File: config.mk
export PLATFORM = sky130hd
export DESIGN_NAME = avg8_post
export DESIGN_NICKNAME = d
export VERILOG_FILES = /design/src/rtl/avg8_post.sv
export SDC_FILE = /design/constraint.sdc
export NUM_CORES = 1
export LEC_CHECK = 0
export CAP_MARGIN = 20
export CORE_ASPECT_RATIO = 1.25
export CORE_MARGIN = 1.5
export CORE_UTILIZATION = 25
export CTS_CLUSTER_SIZE = 28
export DETAILED_ROUTE_END_ITERATION = 12
export PLACE_DENSITY = 0.42
export SLEW_MARGIN = 10
export SYNTH_ARGS = -nofsm -noshare
export SYNTH_HDL_FRONTEND = slang
export SYNTH_SLANG_ARGS = --single-unit
File: constraint.sdc
create_clock -name clk -period 3.1 [get_ports clk]
set_clock_uncertainty 0.1 [all_clocks]
set_input_delay 0.62 -clock clk [delete_from_list [all_inputs] [get_ports clk]]
set_output_delay 0.62 -clock clk [all_outputs]
set_load 0.03 [all_outputs]
File: src/rtl/avg8_post.sv
// avg8_post
//   Post-processing stage for the 8-input pipelined adder. The adder has no valid
//   signal of its own. This block rebuilds sample validity with a delay line that
//   matches the adder latency. The block then divides the sum by 2^SHIFT with
//   round-half-up and saturates the result to OUT_W signed bits. Results are queued
//   in a small show-ahead FIFO that has a valid/ready output. The adder cannot be
//   stalled, so a result that arrives while the FIFO is full is dropped and a sticky
//   flag is raised.
//
// Ports
//   clk         rising-edge clock, shared with the adder
//   rst_n       asynchronous active-low reset
//   in_valid    high in the cycle the adder inputs are presented
//   sum         adder sum, 15-bit signed, valid LATENCY cycles after in_valid
//   clr_ovf     synchronous clear of ovf_sticky
//   out_ready   consumer accepts the FIFO head
//   out_valid   FIFO head valid
//   out_data    rounded/saturated average (holds its last value while out_valid=0)
//   fifo_level  occupied FIFO entries
//   ovf_sticky  at least one result was dropped because the FIFO was full
//   sat_flag    head word was saturated
module avg8_post #(
    parameter int LATENCY    = 5,
    parameter int SHIFT      = 3,
    parameter int OUT_W      = 12,
    parameter int FIFO_DEPTH = 4
) (
    input  logic                               clk,
    input  logic                               rst_n,
    input  logic                               in_valid,
    input  logic [14:0]                        sum,
    input  logic                               clr_ovf,
    input  logic                               out_ready,
    output logic                               out_valid,
    output logic [OUT_W-1:0]                   out_data,
    output logic [$clog2(FIFO_DEPTH+1)-1:0]    fifo_level,
    output logic                               ovf_sticky,
    output logic                               sat_flag
);

    localparam int PTR_W = $clog2(FIFO_DEPTH);
    localparam int LVL_W = $clog2(FIFO_DEPTH+1);

    // 17 bits of headroom: the rounding addend cannot overflow for any legal SHIFT.
    localparam logic signed [16:0] RND   = 17'((1 << SHIFT) >> 1);
    localparam logic signed [16:0] MAX_V = 17'((1 << (OUT_W-1)) - 1);
    localparam logic signed [16:0] MIN_V = 17'(-(1 << (OUT_W-1)));

    // ---------------- validity delay line ----------------
    logic [LATENCY-1:0] vld_q, vld_d;
    logic               sum_valid;

    always_comb begin
        vld_d    = vld_q;
        vld_d[0] = in_valid;
        for (int k = 1; k < LATENCY; k++) begin
            vld_d[k] = vld_q[k-1];
        end
    end

    assign sum_valid = vld_q[LATENCY-1];

    // ---------------- stage R: round, shift, saturate ----------------
    logic signed [16:0] sum_ext;
    logic signed [16:0] shifted;
    logic [OUT_W-1:0]   r_q, r_d;
    logic               rsat_q, rsat_d;
    logic               res_vld_q, res_vld_d;

    always_comb begin
        sum_ext   = {{2{sum[14]}}, sum};
        shifted   = (sum_ext + RND) >>> SHIFT;
        r_d       = r_q;
        rsat_d    = rsat_q;
        res_vld_d = sum_valid;
        // Only load while the sum is tagged valid, so stale or unknown adder
        // contents never reach the result register.
        if (sum_valid) begin
            if (shifted > MAX_V) begin
                r_d    = MAX_V[OUT_W-1:0];
                rsat_d = 1'b1;
            end else if (shifted < MIN_V) begin
                r_d    = MIN_V[OUT_W-1:0];
                rsat_d = 1'b1;
            end else begin
                r_d    = shifted[OUT_W-1:0];
                rsat_d = 1'b0;
            end
        end
    end

    // ---------------- output FIFO ----------------
    logic [OUT_W-1:0]      mem_q [FIFO_DEPTH];
    logic [OUT_W-1:0]      mem_d [FIFO_DEPTH];
    logic [FIFO_DEPTH-1:0] smem_q, smem_d;
    logic [PTR_W-1:0]      wr_ptr_q, wr_ptr_d;
    logic [PTR_W-1:0]      rd_ptr_q, rd_ptr_d;
    logic [LVL_W-1:0]      level_q, level_d;
    logic                  ovf_q, ovf_d;
    logic                  out_valid_q, out_valid_d;
    logic [OUT_W-1:0]      out_data_q, out_data_d;
    logic                  sat_q, sat_d;
    logic                  pop, full, do_push, drop;

    always_comb begin
        mem_d       = mem_q;
        smem_d      = smem_q;
        wr_ptr_d    = wr_ptr_q;
        rd_ptr_d    = rd_ptr_q;
        ovf_d       = ovf_q;
        out_data_d  = out_data_q;
        sat_d       = sat_q;

        pop     = out_valid_q & out_ready;
        full    = (level_q == LVL_W'(FIFO_DEPTH));
        // When the FIFO is full, a pop on the same edge makes room for the push.
        do_push = res_vld_q & (~full | pop);
        drop    = res_vld_q & full & ~pop;

        if (do_push) begin
            mem_d[wr_ptr_q]  = r_q;
            smem_d[wr_ptr_q] = rsat_q;
            wr_ptr_d         = wr_ptr_q + PTR_W'(1);
        end
        if (pop) begin
            rd_ptr_d = rd_ptr_q + PTR_W'(1);
        end
        level_d = level_q + LVL_W'(do_push) - LVL_W'(pop);

        // A drop on the same edge as the clear wins.
        if (clr_ovf) ovf_d = 1'b0;
        if (drop)    ovf_d = 1'b1;

        // The head is registered from the post-update FIFO state. A word pushed
        // into an empty FIFO therefore appears one cycle later, and the last
        // value is held while the FIFO is empty.
        out_valid_d = (level_d != '0);
        if (out_valid_d) begin
            out_data_d = mem_d[rd_ptr_d];
            sat_d      = smem_d[rd_ptr_d];
        end
    end

    always_ff @(posedge clk or negedge rst_n) begin
        if (!rst_n) begin
            vld_q       <= '0;
            r_q         <= '0;
            rsat_q      <= 1'b0;
            res_vld_q   <= 1'b0;
            for (int i = 0; i < FIFO_DEPTH; i++) begin
                mem_q[i] <= '0;
            end
            smem_q      <= '0;
            wr_ptr_q    <= '0;
            rd_ptr_q    <= '0;
            level_q     <= '0;
            ovf_q       <= 1'b0;
            out_valid_q <= 1'b0;
            out_data_q  <= '0;
            sat_q       <= 1'b0;
        end else begin
            vld_q       <= vld_d;
            r_q         <= r_d;
            rsat_q      <= rsat_d;
            res_vld_q   <= res_vld_d;
            mem_q       <= mem_d;
            smem_q      <= smem_d;
            wr_ptr_q    <= wr_ptr_d;
            rd_ptr_q    <= rd_ptr_d;
            level_q     <= level_d;
            ovf_q       <= ovf_d;
            out_valid_q <= out_valid_d;
            out_data_q  <= out_data_d;
            sat_q       <= sat_d;
        end
    end

    assign out_valid  = out_valid_q;
    assign out_data   = out_data_q;
    assign fifo_level = level_q;
    assign ovf_sticky = ovf_q;
    assign sat_flag   = sat_q;

endmodule

==> results of run 1 <==
==> kinds of logic (layout without fill, tap and decap cells) <==
kind of cell	Yosys count	after routing	synth area share [%]
buffers and inverters	82	139	8.374
AOI/OAI and AO/OA	71	71	13.84
DFF	93	93	53.53
muxes	53	53	12.23
adders and majority gates	8	8	2.475
and+or+nand+nor	62	62	6.936
xor gates and xnor gates	13	13	2.619
==> Yosys cell counts, types with 2 or more instances <==
library cell,n,share of area [%]
o211ai_1,2,0.35
o31ai_1,7,1.2
o211ai_4,4,2.0
nand2_1,21,1.8
xor2_1,2,0.40
nor2_1,18,1.6
buf_2,2,0.23
buf_6,3,0.78
o21ai_0,7,0.81
dfrtp_1,93,54
a22o_1,26,5.2
and2_1,2,0.29
a21oi_1,13,1.5
o31ai_2,6,1.7
a31oi_1,2,0.29
nand4_1,5,0.72
mux2i_1,52,12
nand3_1,3,0.35
and4_1,2,0.40
clkbuf_1,9,0.78
ha_1,7,2.0
xnor2_1,11,2.2
inv_1,64,5.5
==> through the flow <==
step | instance area, µm² | utilization, % | setup slack, ns | std cells
after floorplan | 4374 | - | 0.002954 | 382
after global placement | 5065 | 29.95 | -0.1842 | 635
after detailed placement | 5065 | 29.95 | -0.2495 | 635
after CTS | 5401 | 31.94 | 0.1040 | 650
after global routing | 5647 | 33.39 | 0.01151 | 659
final | 5647 | 33.39 | 0.1270 | 659
==> final timing paths <==
kind	startpoint	to	cells after the start
max in group asynchronous	rst_n	mem_q[38]	2
setup reg to reg	fifo_level[1]	sat_flag	12
min in group clk	vld_q[3]	vld_q[4]	0
setup / recovery	fifo_level[1]	sat_flag	12
hold / removal	rst_n	mem_q[43]	1
hold reg to reg	vld_q[3]	vld_q[4]	0
==> layer usage <==
layer	track usage, %	part of all wire, %	vias to the layer above
met2	18.81	51	40
met3	2.159	3.1	8
li1	-	-	1396
met4	4.059	1.4	0
met5	0	0	-
met1	14.56	44	1454
==> critical path, delay by kind of cell, from the launching register on <==
kind / cells / cell delay, ns
AOI/OAI and AO/OA: 2 / 0.43
buffers and inverters: 3 / 0.34
adders and majority gates: 3 / 0.68
DFF: 1 / 0.41
xor gates and xnor gates: 2 / 0.40
and+or+nand+nor: 2 / 0.52
==> state kept, by name (all words and copies together) (netlist names) <==
name	flops
sat_flag	1
smem_q	4
mem_q	48
res_vld_q	1
r_q	12
rd_ptr_q	2
wr_ptr_q	2
rsat_q	1
fifo_level	3
ovf_sticky	1
out_data	12
out_valid	1
vld_q	5
==> power groups by stage <==
stage | clock (mW) | combinational, mW | sequential [mW]
detailed placement | 0 | 2.58 | 2.00
floorplan | 0 | 1.59 | 2.16
global placement | 0 | 2.52 | 1.99
global route | 1.34 | 3.46 | 2.04
finish | 1.26 | 3.18 | 1.97
CTS | 1.30 | 2.59 | 1.98
==> repair_timing <==
action | CTS | global route
gates resized for setup | 0 | 22
endpoints found under the setup margin | 0 | 12
setup buffers | 0 | 7
==> cell type report <==
cell class	count	area, µm²
flip-flops and latches	93	2331
multi-input cells	207	1805
repair buffers	59	651.9
clock buffers	9	225.2
clock inverters	6	111.4
well taps	220	275.3
inverters	65	246.5
fillers	1719	11260
==> metrics, run 1 <==
Reg power frac between 30% and 40%; share of post-route cells with drive strength above 1 16.17%; Area growth, synth to finish 29.87%; Reg2Reg Setup Slack roughly 0.13 ns; Seq/Total Area, Yosys 53.53%; Pint 4.065 mW; first-pass GRT wire length 15.73 mm; Total Routing Usage GR around 11%; die height 150.4 µm; Synth Instances 382; Final Cycle Share a little over nine tenths; RSZ-0062 raised after global routing false; Sw Share 36.62%; leading cell types in the layout, fill and taps excluded dfrtp_1 (90), inv_1 (64), mux2i_1 (52), clkdlybuf4s50_1 (33), a22o_1 (26); Initial Util 25.71%; largest net degree at the start of global routing 54; Slew @ Worst Pin 0.8207 ns; Post-synth EDFFs 0; DP HPWL 6.430 mm; core area 16910 µm²; CTS clk-pin slew, worst paths 0.07 ns; synthesized area per cell about 11 µm²; Clock Latency Late Sink 0.34 ns; routed vias between 2000 and 3000; number of global-route vias before repair 2956; Placer Congestion between 0.7 and 0.8; syn_nets just over 400; Via density 4.398; nets 463; CP max stage delay 0.44 ns; final WL about 10 mm; register bit total from synthesis between 90 and 100; count of cell types in the netlist 44; fin. max-slew vios 0; remaining global-route overflow 0; crit-path cells or3b_1, o21ai_4, ha_4, inv_1, ha_2, fa_2, xnor2_2, xnor2_2, nor3_4, buf_6, clkbuf_16, o31ai_4; Setup Viol. Count Final 0; most frequent CP cell xnor2_2; Post-synth top flop dfrtp_1; arrival time at the worst endpoint approximately 3.1 ns; drt first pass iters 4; CTS tree yes; Psw 2.349 mW; Sink Count 93; worst vdd ir 0.3787 mV; most common cell after layout, fill and taps aside dfrtp_1; Comb pwr share around half; Async SR Flop Fraction 100.0%; Ant. Diodes 0; total power 6.413 mW; Startpoint Class register; # IOs 38; status completed; initial antenna violation count 0; Fmax achieved 336.4 MHz; final hold viol count 0; top fanout value on the critical path 7; Hold Worst Slack between 0.2 and 0.25 ns; clock buffer depth 2; htree depth 3; antenna-violating nets left 0; critical path required time approximately 3.3 ns; Clock Tree Root clkbuf_16; Ys Warns 0; Cell Area, Synth 4348 µm²; initial detailed-routing violation count 128; Rel. slew slack a little under half; Die ar. roughly 18000 µm²; pwr dens 1136 nW/µm²; WL per Instance 15.44 µm; Tmin final between 2 and 3 ns; I/O Buffers 35; clock network fraction of total power between 10% and 20%; Die W approximately 120 µm; leak pwr 2.779 nW; Core Rows between 50 and 60; setup TNS 0 ns; Worst Hold Class input pin to asynchronous set/reset pin; Crit Path Category register to register; slowest stage cell, crit path or3b_1; Post-route DRC 0; Max-cap violations 0; Worst Setup End Kind register; CTS Buf Count 9; Hold Buf Count CTS 0
Power figures use the tool's default switching activity.
==> inputs of run 2 (changes only) <==
- CORE_UTILIZATION: 25 -> 40
- PLACE_DENSITY: 0.42 -> 0.61
==> run 2 against run 1 <==
Global-route usage increased by 5.8 points. Routed wire length decreased by 12%. Combinational power decreased by 7.9%. Die area decreased by 37%. Non-clock buffer count decreased by 4. Sequential share of layout area increased by 2.0 points. Final area decreased by 4.6%. Setup slack got worse by 0.079 ns. Via count decreased by 1.3%. Critical path depth increased by 2. Sequential cell count unchanged. Utilization increased by 18 points.
==> metrics, run 2 (same netlist as run 1, synthesis figures left out) <==
Setup Viol. Count Final 0 (unchanged); largest net degree at the start of global routing 61 (was 54); arrival time at the worst endpoint 3.20 ns (was 3.12 ns); CTS Buf Count 9 (unchanged); placed cell count 549 (was 635); worst vdd ir 0.3542 mV (was 0.3787 mV); delay-heaviest family, CP buffers and inverters (was adder cells); Clock Latency Late Sink 0.33 ns (was 0.34 ns); # IOs 38 (unchanged); core area 10560 µm² (was 16910 µm²); Startpoint Class input pin (was register); final WL 8.963 mm (was 10.17 mm); leak pwr 2.706 nW (was 2.779 nW); share of post-route cells with drive strength above 1 14.68% (was 16.17%); max FFs per register 48 (unchanged); htree depth 3 (unchanged); Via density 5.037 (was 4.398); most frequent CP cell xnor2_2 (unchanged); Final Cycle Share 98.44% (was 95.90%); Slew @ Worst Pin 0.5720 ns (was 0.8207 ns); Sink Count 93 (unchanged); pwr dens 1107 nW/µm² (was 1136 nW/µm²); final hold viol count 0 (unchanged); status completed (unchanged); DP HPWL 5.908 mm (was 6.430 mm); Core Rows 42 (was 53); routed wl met2 4.629 mm (was 5.196 mm); slowest stage cell, crit path clkdlybuf4s50_1 (was or3b_1); Initial Util 41.16% (was 25.71%); Total Routing Usage GR 17.07% (was 11.28%); Worst Setup End Kind register (unchanged); Max-cap violations 0 (unchanged); Rel. slew slack 61.87% (was 45.28%); WL per Instance 15.78 µm (was 15.44 µm); Fmax achieved 327.7 MHz (was 336.4 MHz); Met1 Routed Length 3.903 mm (was 4.512 mm); Ant. Diodes 0 (unchanged); Hold Buf Count CTS 0 (unchanged); number of global-route vias before repair 2987 (was 2956); critical path required time 3.25 ns (about the same); # fillers 961 (was 1719); Area growth, synth to finish 23.86% (was 29.87%); leading cell types in the layout, fill and taps excluded dfrtp_1 (90), inv_1 (64), mux2i_1 (52), clkdlybuf4s50_1 (34), a22o_1 (26) (was dfrtp_1 (90), inv_1 (64), mux2i_1 (52), clkdlybuf4s50_1 (33), a22o_1 (26)); Worst Hold Class input pin to asynchronous set/reset pin (unchanged); crit-path cells clkdlybuf4s50_1, nand2_2, inv_4, o21ai_4, ha_4, inv_1, ha_2, fa_2, xnor2_2, xnor2_2, nor3_4, buf_6, clkbuf_16, o31ai_2 (was or3b_1, o21ai_4, ha_4, inv_1, ha_2, fa_2, xnor2_2, xnor2_2, nor3_4, buf_6, clkbuf_16, o31ai_4); total power 5.961 mW (was 6.413 mW); first-pass GRT wire length 14.67 mm (was 15.73 mm); initial antenna violation count 0 (unchanged); fin. max-slew vios 0 (unchanged); CTS clk-pin slew, worst paths 0.06 ns (was 0.07 ns); non-filler cells, final 568 (was 659); top sig layer met4 (unchanged); CP max stage delay 0.47 ns (was 0.44 ns); nets 459 (was 463); Top reg by flops mem_q (unchanged); Tmin final 3.052 ns (was 2.973 ns); initial detailed-routing violation count 128 (unchanged); die height 119.6 µm (was 150.4 µm); CTS tree yes (unchanged); clock buffer depth 2 (unchanged); top fanout value on the critical path 7 (unchanged); Die W 96.25 µm (was 121.0 µm); Crit Path Category input pin to register (was register to register); worst path bufs/invs 5 (was 3); antenna-violating nets left 0 (unchanged); I/O Buffers 35 (unchanged); remaining global-route overflow 0 (unchanged); setup TNS 0 ns (unchanged); Die ar. 11510 µm² (was 18200 µm²); most common cell after layout, fill and taps aside dfrtp_1 (unchanged); Clock Tree Root clkbuf_16 (unchanged); Placer Congestion 0.7278 (was 0.7081); routed vias 2861 (was 2898); routed wl met3 301 µm (was 319 µm); Post-route DRC 0 (unchanged); drt first pass iters 4 (unchanged)
run 2: cell types whose count changed in the layout (fill, tap and decap cells not counted), moves of 2 or more:
cell       change
o31ai_1        +2
o31ai_4        -3
bufinv_16      -2
clkbuf_1       +3
run 2: timing repair:
item / in CTS / in global routing
setup endpoints to repair: 0 / 14
gates resized for setup: 0 / 16
buffers inserted: 0 / 2
run 2: path summary, 6_finish.rpt:
path / from / endpoint / slack, ns / depth (start not counted)
max reg2reg: fifo_level[1] / out_data[4] / 0.14 / 12
min reg2reg: vld_q[0] / vld_q[1] / 0.25 / 0
max in group asynchronous: rst_n / mem_q[15] / 2.11 / 2
max: out_ready / out_data[4] / 0.05 / 14
min in group clk: vld_q[0] / vld_q[1] / 0.25 / 0
min: rst_n / vld_q[0] / 0.13 / 1
run 2: per-layer routing:
metal / vias to the layer above / track usage, %
li1: 1390 / -
met1: 1419 / 21.46
met2: 43 / 28.61
met3: 9 / 3.549
met4: 0 / 6.158
met5: - / 0
run 2: cell type report:
cell class / instances / area [µm²] / area share, %
inverter: 65 / 246.5 / 4.577
multi-input combinational: 207 / 1772 / 32.90
sequential: 93 / 2331 / 43.29
timing repair buffer: 55 / 585.6 / 10.87
clock inverter: 4 / 48.80 / 0.9061
tap: 132 / 165.2 / 3.067
clock buffer: 12 / 236.5 / 4.391
run 2: per-stage QoR:
step | hold slack (ns) | setup slack, ns | util [%] | instance area [µm²]
after floorplan | 0.2244 | 0.002954 | - | 4374
after CTS | 0.1342 | 0.05350 | 49.63 | 5243
after global placement | 0.2366 | -0.1997 | 46.93 | 4957
after detailed placement | 0.2457 | -0.2634 | 46.93 | 4957
final | 0.1333 | 0.04838 | 50.98 | 5385
after global routing | 0.1556 | -0.01079 | 50.98 | 5385
run 2: report_power, final:
group | total [mW] | switching, mW | internal [mW]
Clock | 1.06 | 0.433 | 0.624
Combinational | 2.93 | 1.56 | 1.37
Sequential | 1.97 | 0.230 | 1.74
